$ cat config.mk
export PLATFORM = sky130hd
export DESIGN_NAME = ap_ctrl_rr_arbiter
export DESIGN_NICKNAME = d
export VERILOG_FILES = /design/src/rtl/ap_ctrl_rr_arbiter_pkg.sv /design/src/rtl/ap_ctrl_rr_arbiter_rr_pick.sv /design/src/rtl/ap_ctrl_rr_arbiter.sv
export SDC_FILE = /design/constraint.sdc
export NUM_CORES = 1
export LEC_CHECK = 0
export ABC_AREA = 1
export CAP_MARGIN = 10
export CORE_AREA = 3 3 144 146
export CTS_CLUSTER_SIZE = 28
export DETAILED_ROUTE_END_ITERATION = 8
export DIE_AREA = 0 0 147 149
export PLACE_DENSITY = 0.71
export RECOVER_POWER = 25
export SETUP_SLACK_MARGIN = 0.02
export SYNTH_ARGS = -nofsm -noshare
export SYNTH_HDL_FRONTEND = slang
export SYNTH_SLANG_ARGS = --single-unit
$ cat constraint.sdc
create_clock -name ap_clk -period 4 [get_ports ap_clk]
set_input_delay 0.8 -clock ap_clk [delete_from_list [all_inputs] [get_ports ap_clk]]
set_output_delay 0.8 -clock ap_clk [all_outputs]
set_load 0.005 [all_outputs]
$ cat src/rtl/ap_ctrl_rr_arbiter_pkg.sv
// ap_ctrl_rr_arbiter_pkg: state encoding and width helper shared by the arbiter slice
package ap_ctrl_rr_arbiter_pkg;

    typedef enum logic [1:0] {
        IDLE  = 2'b00,
        START = 2'b01,
        WAIT  = 2'b11,
        RESP  = 2'b10
    } state_t;

    // Index width for n entries, never below one bit.
    function automatic int clog2(input int n);
        int r;
        r = 0;
        for (int v = n - 1; v > 0; v = v >> 1) r++;
        return (r < 1) ? 1 : r;
    endfunction

endpackage

$ cat src/rtl/ap_ctrl_rr_arbiter_rr_pick.sv
// ap_ctrl_rr_arbiter_rr_pick: combinational round-robin priority encoder
module ap_ctrl_rr_arbiter_rr_pick
    import ap_ctrl_rr_arbiter_pkg::*;
#(
    parameter int NUM_REQ = 4,
    localparam int IW = clog2(NUM_REQ)
) (
    input  logic [NUM_REQ-1:0] req,
    input  logic [IW-1:0]      rr_ptr,
    output logic               valid,
    output logic [IW-1:0]      index
);

    int k;
    logic [IW-1:0] kk;

    // Scan downward in distance from rr_ptr so the closest requester is written last.
    always_comb begin
        valid = 1'b0;
        index = '0;
        k = 0;
        kk = '0;
        for (int i = NUM_REQ - 1; i >= 0; i--) begin
            k = (int'(rr_ptr) + i) % NUM_REQ;
            kk = IW'(k);
            if (req[kk]) begin
                valid = 1'b1;
                index = kk;
            end
        end
    end

endmodule

$ cat src/rtl/ap_ctrl_rr_arbiter.sv
// ap_ctrl_rr_arbiter: shares one ap_ctrl_hs child among NUM_REQ requesters, round-robin
module ap_ctrl_rr_arbiter
    import ap_ctrl_rr_arbiter_pkg::*;
#(
    parameter int NUM_REQ   = 4,
    parameter int ARG_WIDTH = 64,
    parameter int CNT_WIDTH = 32,
    localparam int IW = clog2(NUM_REQ)
) (
    input  logic                         ap_clk,
    input  logic                         ap_rst,
    input  logic [NUM_REQ-1:0]           req_ap_start,
    input  logic [NUM_REQ*ARG_WIDTH-1:0] req_arg,
    output logic [NUM_REQ-1:0]           req_ap_ready,
    output logic [NUM_REQ-1:0]           req_ap_done,
    output logic [NUM_REQ-1:0]           req_ap_idle,
    output logic                         child_ap_start,
    output logic [ARG_WIDTH-1:0]         child_arg,
    input  logic                         child_ap_ready,
    input  logic                         child_ap_done,
    input  logic                         child_ap_idle,
    output logic [IW-1:0]                grant_id,
    output logic                         busy,
    output logic [CNT_WIDTH-1:0]         done_count
);

    state_t state, state_nx;
    logic [IW-1:0] rr_ptr;
    logic pick_valid;
    logic [IW-1:0] pick_idx;
    logic [ARG_WIDTH-1:0] args [NUM_REQ];
    logic [NUM_REQ-1:0] grant_oh;
    logic unused_ok;

    // Child idle is informational only; sequencing relies on ready/done.
    assign unused_ok = child_ap_idle;

    for (genvar i = 0; i < NUM_REQ; i++) begin : g_arg
        assign args[i] = req_arg[i*ARG_WIDTH +: ARG_WIDTH];
    end

    ap_ctrl_rr_arbiter_rr_pick #(.NUM_REQ(NUM_REQ)) u_pick (
        .req    (req_ap_start),
        .rr_ptr (rr_ptr),
        .valid  (pick_valid),
        .index  (pick_idx)
    );

    assign grant_oh = NUM_REQ'(1) << grant_id;

    always_ff @(posedge ap_clk) begin
        if (ap_rst) begin
            state      <= IDLE;
            rr_ptr     <= '0;
            grant_id   <= '0;
            child_arg  <= '0;
            done_count <= '0;
        end else begin
            state <= state_nx;
            if (state == IDLE && pick_valid) begin
                grant_id  <= pick_idx;
                child_arg <= args[pick_idx];
            end
            if (state == RESP) begin
                rr_ptr     <= (grant_id == IW'(NUM_REQ - 1)) ? '0 : grant_id + 1'b1;
                done_count <= done_count + 1'b1;
            end
        end
    end

    // A done seen in START without ready belongs to nothing we launched, so it is dropped.
    always_comb begin
        state_nx       = state;
        child_ap_start = 1'b0;
        req_ap_ready   = '0;
        req_ap_done    = '0;
        unique case (state)
            IDLE:  state_nx = pick_valid ? START : IDLE;
            START: begin
                child_ap_start = 1'b1;
                req_ap_ready   = child_ap_ready ? grant_oh : '0;
                state_nx       = !child_ap_ready ? START : child_ap_done ? RESP : WAIT;
            end
            WAIT:  state_nx = child_ap_done ? RESP : WAIT;
            RESP: begin
                req_ap_done = grant_oh;
                state_nx    = IDLE;
            end
            default: state_nx = IDLE;
        endcase
        busy        = state != IDLE;
        req_ap_idle = busy ? ~grant_oh : '1;
    end

endmodule

==> flow_metrics.env, run 1 <==
export IMPL_status="finished, violations left"
export IMPL_violations="max-capacitance violations, max-slew violations"
export IMPL_dieArea_mm2=0.0219
export IMPL_cts_hold_buf=0
export IMPL_fin_crit_ns=2.82
export IMPL_post_cts_buffers=0
export IMPL_synth_area_per_cell_um2=6.11
export IMPL_fmax_mhz=355
export IMPL_fillers=1943
export IMPL_ys_seq_elements=102
export IMPL_hold_viol=0
export IMPL_routedWlPerCell_um=16.0
export IMPL_critPathCaptureType="primary output"
export IMPL_syn_nets=1331
export IMPL_clockBufferDepth=2
export IMPL_area_growth_pct=64.2
export IMPL_vias=8183
export IMPL_yosysWarnings=0
export IMPL_finalCritPeriodShare=0.704
export IMPL_drive_gt1_frac=0.0360
export IMPL_relSlewSlack=-0.0634
export IMPL_hp_class="flip-flop to flip-flop"
export IMPL_final_common_cell="clkdlybuf4s50_1"
export IMPL_cts_sinks=102
export IMPL_hold_slack_ns=0.509
export IMPL_nNetsFinal=1654
export IMPL_synth_cell_types=30
export IMPL_antenna_found_initial=4
export IMPL_synthesis_instances=1061
export IMPL_dr_pass1_iters=5
export IMPL_hpwl_um=20000
export IMPL_async_flop_share=0
export IMPL_ant_nets=0
export IMPL_peakVddDrop_uv=241
export IMPL_core_area_mm2=0.0195
export IMPL_cts_buffers=9
export IMPL_crit_type="input pin to primary output"
export IMPL_fp_dieW_um=147
export IMPL_crit_path_max_fanout=4
export IMPL_worstSkewPairLatency_ns=0.35
export IMPL_worstSetupStartpoint="child_ap_ready"
export IMPL_grt_ovfl_total=0
export IMPL_vias_per_cell=4.94
export IMPL_final_setup_skew_ns=0.00599
export IMPL_seq_power_share=0.347
export IMPL_grt_setup_unrepaired="false"
export IMPL_comb_power_share=0.402
export IMPL_grt_max_degree=103
export IMPL_layout_common_cells="clkdlybuf4s50_1 (332), nand2_1 (292), nand3_1 (234)"
export IMPL_powerDensity_mw_per_mm2=328
export IMPL_synth_edff_count=0
export IMPL_gr_usage_met1=0.268
export IMPL_worstHoldStart="done_count[31]"
export IMPL_die_h_um=149
export IMPL_p_leak_nw=4.37
export IMPL_synth_area_mm2=0.00648
export IMPL_post_route_util=0.545
export IMPL_grt_usage=0.233
export IMPL_dr_first_iter_drc_count=428
export IMPL_met3_usage=0.0760
export IMPL_routed_wl_um=26500
export IMPL_p_sw_mw=1.21
export IMPL_root_buffer="clkbuf_16"
export IMPL_drc=0
export IMPL_pre_cts_slack_ns=0.939
export IMPL_start_kind="input pin"
export IMPL_std_cell_rows=51
export IMPL_p_sw_frac=0.347
export IMPL_h_tree_depth=3
export IMPL_r2r_start="rr_ptr[0]"
export IMPL_worstMarginPinSlew_ns=1.60
export IMPL_start_util=0.332
export IMPL_grt_pass1_wl_um=41000
export IMPL_use_met2=0.404
export IMPL_place_gp_congestion=0.911
export IMPL_arrival_ns=2.02
export IMPL_gr_max_usage_layer="met2"
export IMPL_synth_seq_area_share=0.315
export IMPL_crit_required_ns=3.20
export IMPL_tns_ns=0
export IMPL_maxCapViolCount=1
export IMPL_cts_tree="yes"
export IMPL_io_pins=377
export IMPL_setup_viol=0
export IMPL_finalWorstSetupSlack_ns=1.18
export IMPL_cts_reportedPaths_clkPinSlew_ns=0.08
export IMPL_io_buffers=375
export IMPL_cts_resized=0
export IMPL_p_int_mw=2.28
export IMPL_drv_slew=33
export IMPL_synthFlopType="dfxtp_1"
export IMPL_power_frac_clock=0.251
export IMPL_grt_pass1_vias=7713
[final timing paths]
check,slack [ns],endpoint,cells past startpoint
worst max-delay path,1.18,req_ap_ready[2],4
worst max register to register,1.44,child_arg[17],14
worst min register to register,0.51,done_count[31],2
worst min-delay path,0.51,done_count[31],2
[per-layer routing]
| metal | share of wire | vias up |
|---|---|---|
| li1 | - | 4150 |
| met1 | 0.39 | 3701 |
| met2 | 0.50 | 284 |
| met3 | 0.083 | 48 |
| met4 | 0.029 | 0 |
| met5 | 0 | - |
[registers in the layout, indices dropped and copies added, names as in the netlist]
| register | count |
|---|---|
| child_arg | 64 |
| done_count | 32 |
| grant_id | 2 |
| rr_ptr | 2 |
| state | 2 |
[synth_stat cells (2+ instances only)]
cell type  number  area share
nand3_1       235        0.18
buf_1           5      0.0029
nor2_2          3      0.0029
nor3_1          9      0.0070
buf_4          15       0.017
buf_2          26       0.020
a21oi_1        74       0.057
nor4_1          2      0.0019
nand2_2         6      0.0058
inv_2           5      0.0029
nand4_1         6      0.0058
nor2_4          4      0.0070
nor2_1         93       0.054
and3_1         13       0.013
inv_1          49       0.028
ha_1            5      0.0097
dfxtp_1       102        0.32
xor2_1          8       0.011
o21ai_1         2      0.0015
clkbuf_1       28       0.016
xnor2_1         7      0.0095
nand2_1       292        0.17
o21ai_0        65       0.050
[critical path, cell delays in order]
cell	delay, ns
clkdlybuf4s50_1	0.48
nand2_1	0.11
nor2_1	0.11
clkdlybuf4s50_1	0.50
[metrics by stage]
stage,total power [mW],area [um^2],cells
finish,3.49,10600,1658
detailed placement,2.67,10300,1638
floorplan,1.95,6480,1061
global route,3.73,10600,1658
global placement,2.66,10300,1638
CTS,3.57,10600,1654
[final cells by class]
type | count | area, um^2 | area share
Multi-Input combinational cell | 830 | 3880 | 0.365
Sequential cell | 102 | 2040 | 0.192
Clock inverter | 7 | 70.1 | 0.00659
Antenna cell | 4 | 10.0 | 0.000941
Inverter | 54 | 204 | 0.0192
Clock buffer | 9 | 225 | 0.0212
Tap cell | 265 | 332 | 0.0312
Timing Repair Buffer | 387 | 3880 | 0.364
[power by group through the flow]
stage,combinational [mW],clock (mW),sequential (mW)
2_1_floorplan,0.713,0,1.24
3_3_place_gp,1.43,0,1.23
3_5_place_dp,1.44,0,1.23
4_1_cts,1.45,0.913,1.21
5_1_grt,1.56,0.946,1.23
6_report,1.40,0.875,1.21
[logic make-up after synthesis]
family                   count (synthesis)  synth area share
XOR/XNOR                                15            0.0203
buffers and inverters                  129            0.0896
flip-flops                             102             0.315
AND/OR/NAND/NOR                        666             0.453
AO/OA/AOI/OAI                          144             0.112
adder cells (fa/ha/maj)                  5           0.00965
Note: power is estimated with default switching activity, not from simulation.
==> run 2: changes to the inputs <==
--- a/config.mk
+++ b/config.mk
@@ -7,11 +7,12 @@
 export LEC_CHECK = 0
 export ABC_AREA = 1
 export CAP_MARGIN = 10
-export CORE_AREA = 3 3 144 146
+export CORE_ASPECT_RATIO = 0.8
+export CORE_MARGIN = 3
+export CORE_UTILIZATION = 35
 export CTS_CLUSTER_SIZE = 28
 export DETAILED_ROUTE_END_ITERATION = 8
-export DIE_AREA = 0 0 147 149
-export PLACE_DENSITY = 0.71
+export PLACE_DENSITY = 0.78
 export RECOVER_POWER = 25
 export SETUP_SLACK_MARGIN = 0.02
 export SYNTH_ARGS = -nofsm -noshare
==> constraint.sdc (replaced) <==
create_clock -name ap_clk -period 2.5 [get_ports ap_clk]
set_input_delay 0.5 -clock ap_clk [delete_from_list [all_inputs] [get_ports ap_clk]]
set_output_delay 0.5 -clock ap_clk [all_outputs]
set_load 0.005 [all_outputs]
==> flow_metrics.env, run 2 (synthesis results as in run 1) <==
export IMPL_status="finished clean"
export IMPL_cts_reportedPaths_clkPinSlew_ns=0.08
export IMPL_clockBufferDepth=2
export IMPL_grt_pass1_vias=7809
export IMPL_fmax_mhz=438
export IMPL_antenna_found_initial=3
export IMPL_powerDensity_mw_per_mm2=526
export IMPL_whs_endpoint="done_count[7]"
export IMPL_grt_pass1_wl_um=42100
export IMPL_total_power_mw=5.75
export IMPL_grt_max_degree=52
export IMPL_h_tree_depth=3
export IMPL_worstMarginPinSlew_ns=0.756
export IMPL_setup_viol=0
export IMPL_fillers=1676
export IMPL_start_util=0.365
export IMPL_hold_slack_ns=0.510
export IMPL_drive_gt1_frac=0.0550
export IMPL_core_area_mm2=0.0178
export IMPL_r2r_start="done_count[0]"
export IMPL_routedWlPerCell_um=16.8
export IMPL_drc=0
export IMPL_cts_buffers=9
export IMPL_dr_pass1_iters=5
export IMPL_dieArea_mm2=0.0202
export IMPL_routed_wl_um=27600
export IMPL_grt_usage=0.264
export IMPL_seq_power_share=0.338
export IMPL_worstSkewPairLatency_ns=0.35
export IMPL_place_gp_congestion=0.962
export IMPL_critPathCaptureType="primary output"
export IMPL_peakVddDrop_uv=295
export IMPL_hold_viol=0
export IMPL_worstHoldStart="done_count[7]"
export IMPL_final_setup_skew_ns=0.0101
export IMPL_fp_dieW_um=158
export IMPL_cts_sinks=102
export IMPL_dpl_cell_area_mm2=0.0106
export IMPL_p_leak_nw=4.54
export IMPL_area_growth_pct=68.4
export IMPL_fin_crit_ns=2.28
export IMPL_reg_largest_list="child_arg: 64 flops, done_count: 32 flops"
export IMPL_crit_required_ns=2.00
export IMPL_hp_class="flip-flop to flip-flop"
export IMPL_layout_common_cells="clkdlybuf4s50_1 (336), nand2_1 (292), nand3_1 (234)"
export IMPL_vias=8388
export IMPL_final_area_mm2=0.0109
export IMPL_std_cell_rows=43
export IMPL_p_int_mw=3.78
export IMPL_arrival_ns=1.78
export IMPL_multiInputGateArea_mm2=0.00387
export IMPL_worstRegToRegCells=11
export IMPL_fin_cells=1646
export IMPL_placed_cells=1626
export IMPL_rrSetupSlack_ns=0.35
export IMPL_power_frac_clock=0.243
export IMPL_largest_reg_flops=64
export IMPL_io_pins=377
export IMPL_comb_power_share=0.419
export IMPL_cts_tree="yes"
export IMPL_grt_setup_unrepaired="false"
export IMPL_ant_nets=0
export IMPL_crit_path_max_fanout=5
export IMPL_finalWorstSetupSlack_ns=0.218
export IMPL_finalCritPeriodShare=0.913
export IMPL_dr_first_iter_drc_count=639
export IMPL_regArea_mm2=0.00204
export IMPL_relSlewSlack=0.496
export IMPL_start_kind="flip-flop"
export IMPL_grt_ovfl_total=0
export IMPL_drv_slew=0
export IMPL_vias_per_cell=5.10
export IMPL_root_buffer="clkbuf_16"
export IMPL_p_sw_frac=0.343
export IMPL_hold_depth=2
export IMPL_crit_type="flip-flop to primary output"
export IMPL_hpwl_um=21600
export IMPL_pre_cts_slack_ns=-0.0878
export IMPL_max_flop_register="child_arg"
export IMPL_final_common_cell="clkdlybuf4s50_1"
export IMPL_die_h_um=128
export IMPL_io_buffers=375
export IMPL_post_cts_buffers=0
export IMPL_p_sw_mw=1.97
export IMPL_r2r_end="done_count[28]"
export IMPL_nNetsFinal=1682
export IMPL_maxCapViolCount=0
-- run 2: changes by cell type in the layout (fill, tap and decap cells not counted), sizes merged --
cell           before  now
buf                11   38
clkdlybuf4s50     332  336
dlygate4sd3        43   39
clkinv              5    3
clkbuf             10   11
clkinvlp            1    2
inv                55   56
-- run 2: stage by stage --
stage,utilization,setup TNS (ns)
global placement,0.598,-0.0277
CTS,0.615,0
floorplan,-,0
detailed placement,0.598,-0.943
finish,0.615,0
global route,0.615,0
-- run 2: worst max-delay path, cell delays in order, from the launching register on --
cell and delay (ns):
dfxtp_1 0.42, ha_1 0.20, inv_1 0.09, nor2_1 0.20
clkdlybuf4s50_1 0.54
-- run 2: layout make-up --
cell class,instances,share of cell area
Sequential cell,102,0.187
Clock buffer,9,0.0206
Inverter,54,0.0187
Multi-Input combinational cell,830,0.355
Timing Repair Buffer,415,0.386
Clock inverter,7,0.00608
Antenna cell,4,0.000917
Tap cell,225,0.0258
-- run 2: metal layers --
metal,global-route usage,routed length (um),vias to the layer above
met3,0.0796,2280,51
met4,0.0875,738,0
met5,0,0,-
met2,0.438,13200,330
li1,-,-,4216
met1,0.326,11400,3791
-- run 2: power groups by stage --
| stage | Sequential (mW) | Clock (mW) | Combinational [mW] |
|---|---|---|---|
| global placement | 1.97 | 0 | 2.42 |
| global route | 1.97 | 1.52 | 2.65 |
| detailed placement | 1.98 | 0 | 2.45 |
| floorplan | 1.99 | 0 | 1.14 |
| CTS | 1.95 | 1.45 | 2.47 |
| finish | 1.94 | 1.40 | 2.41 |
-- run 2: worst max path at each step --
stage,slack (ns),endpoint,from
after CTS,0.20,req_ap_done[3],grant_id[0]
final,0.22,req_ap_done[3],grant_id[0]
after global routing,0.1,req_ap_done[3],grant_id[1]
after floorplan,0.74,done_count[28],done_count[0]
after global placement,-0.01,child_arg[2],req_ap_start[0]
after detailed placement,-0.09,child_arg[24],req_ap_start[1]
-- run 2: repair_timing --
item | in CTS | in global routing
resized for setup | 0 | 1
endpoints found under the setup margin | 0 | 5
hold buffers | 0 | 0
hold endpoints to repair | 0 | 0
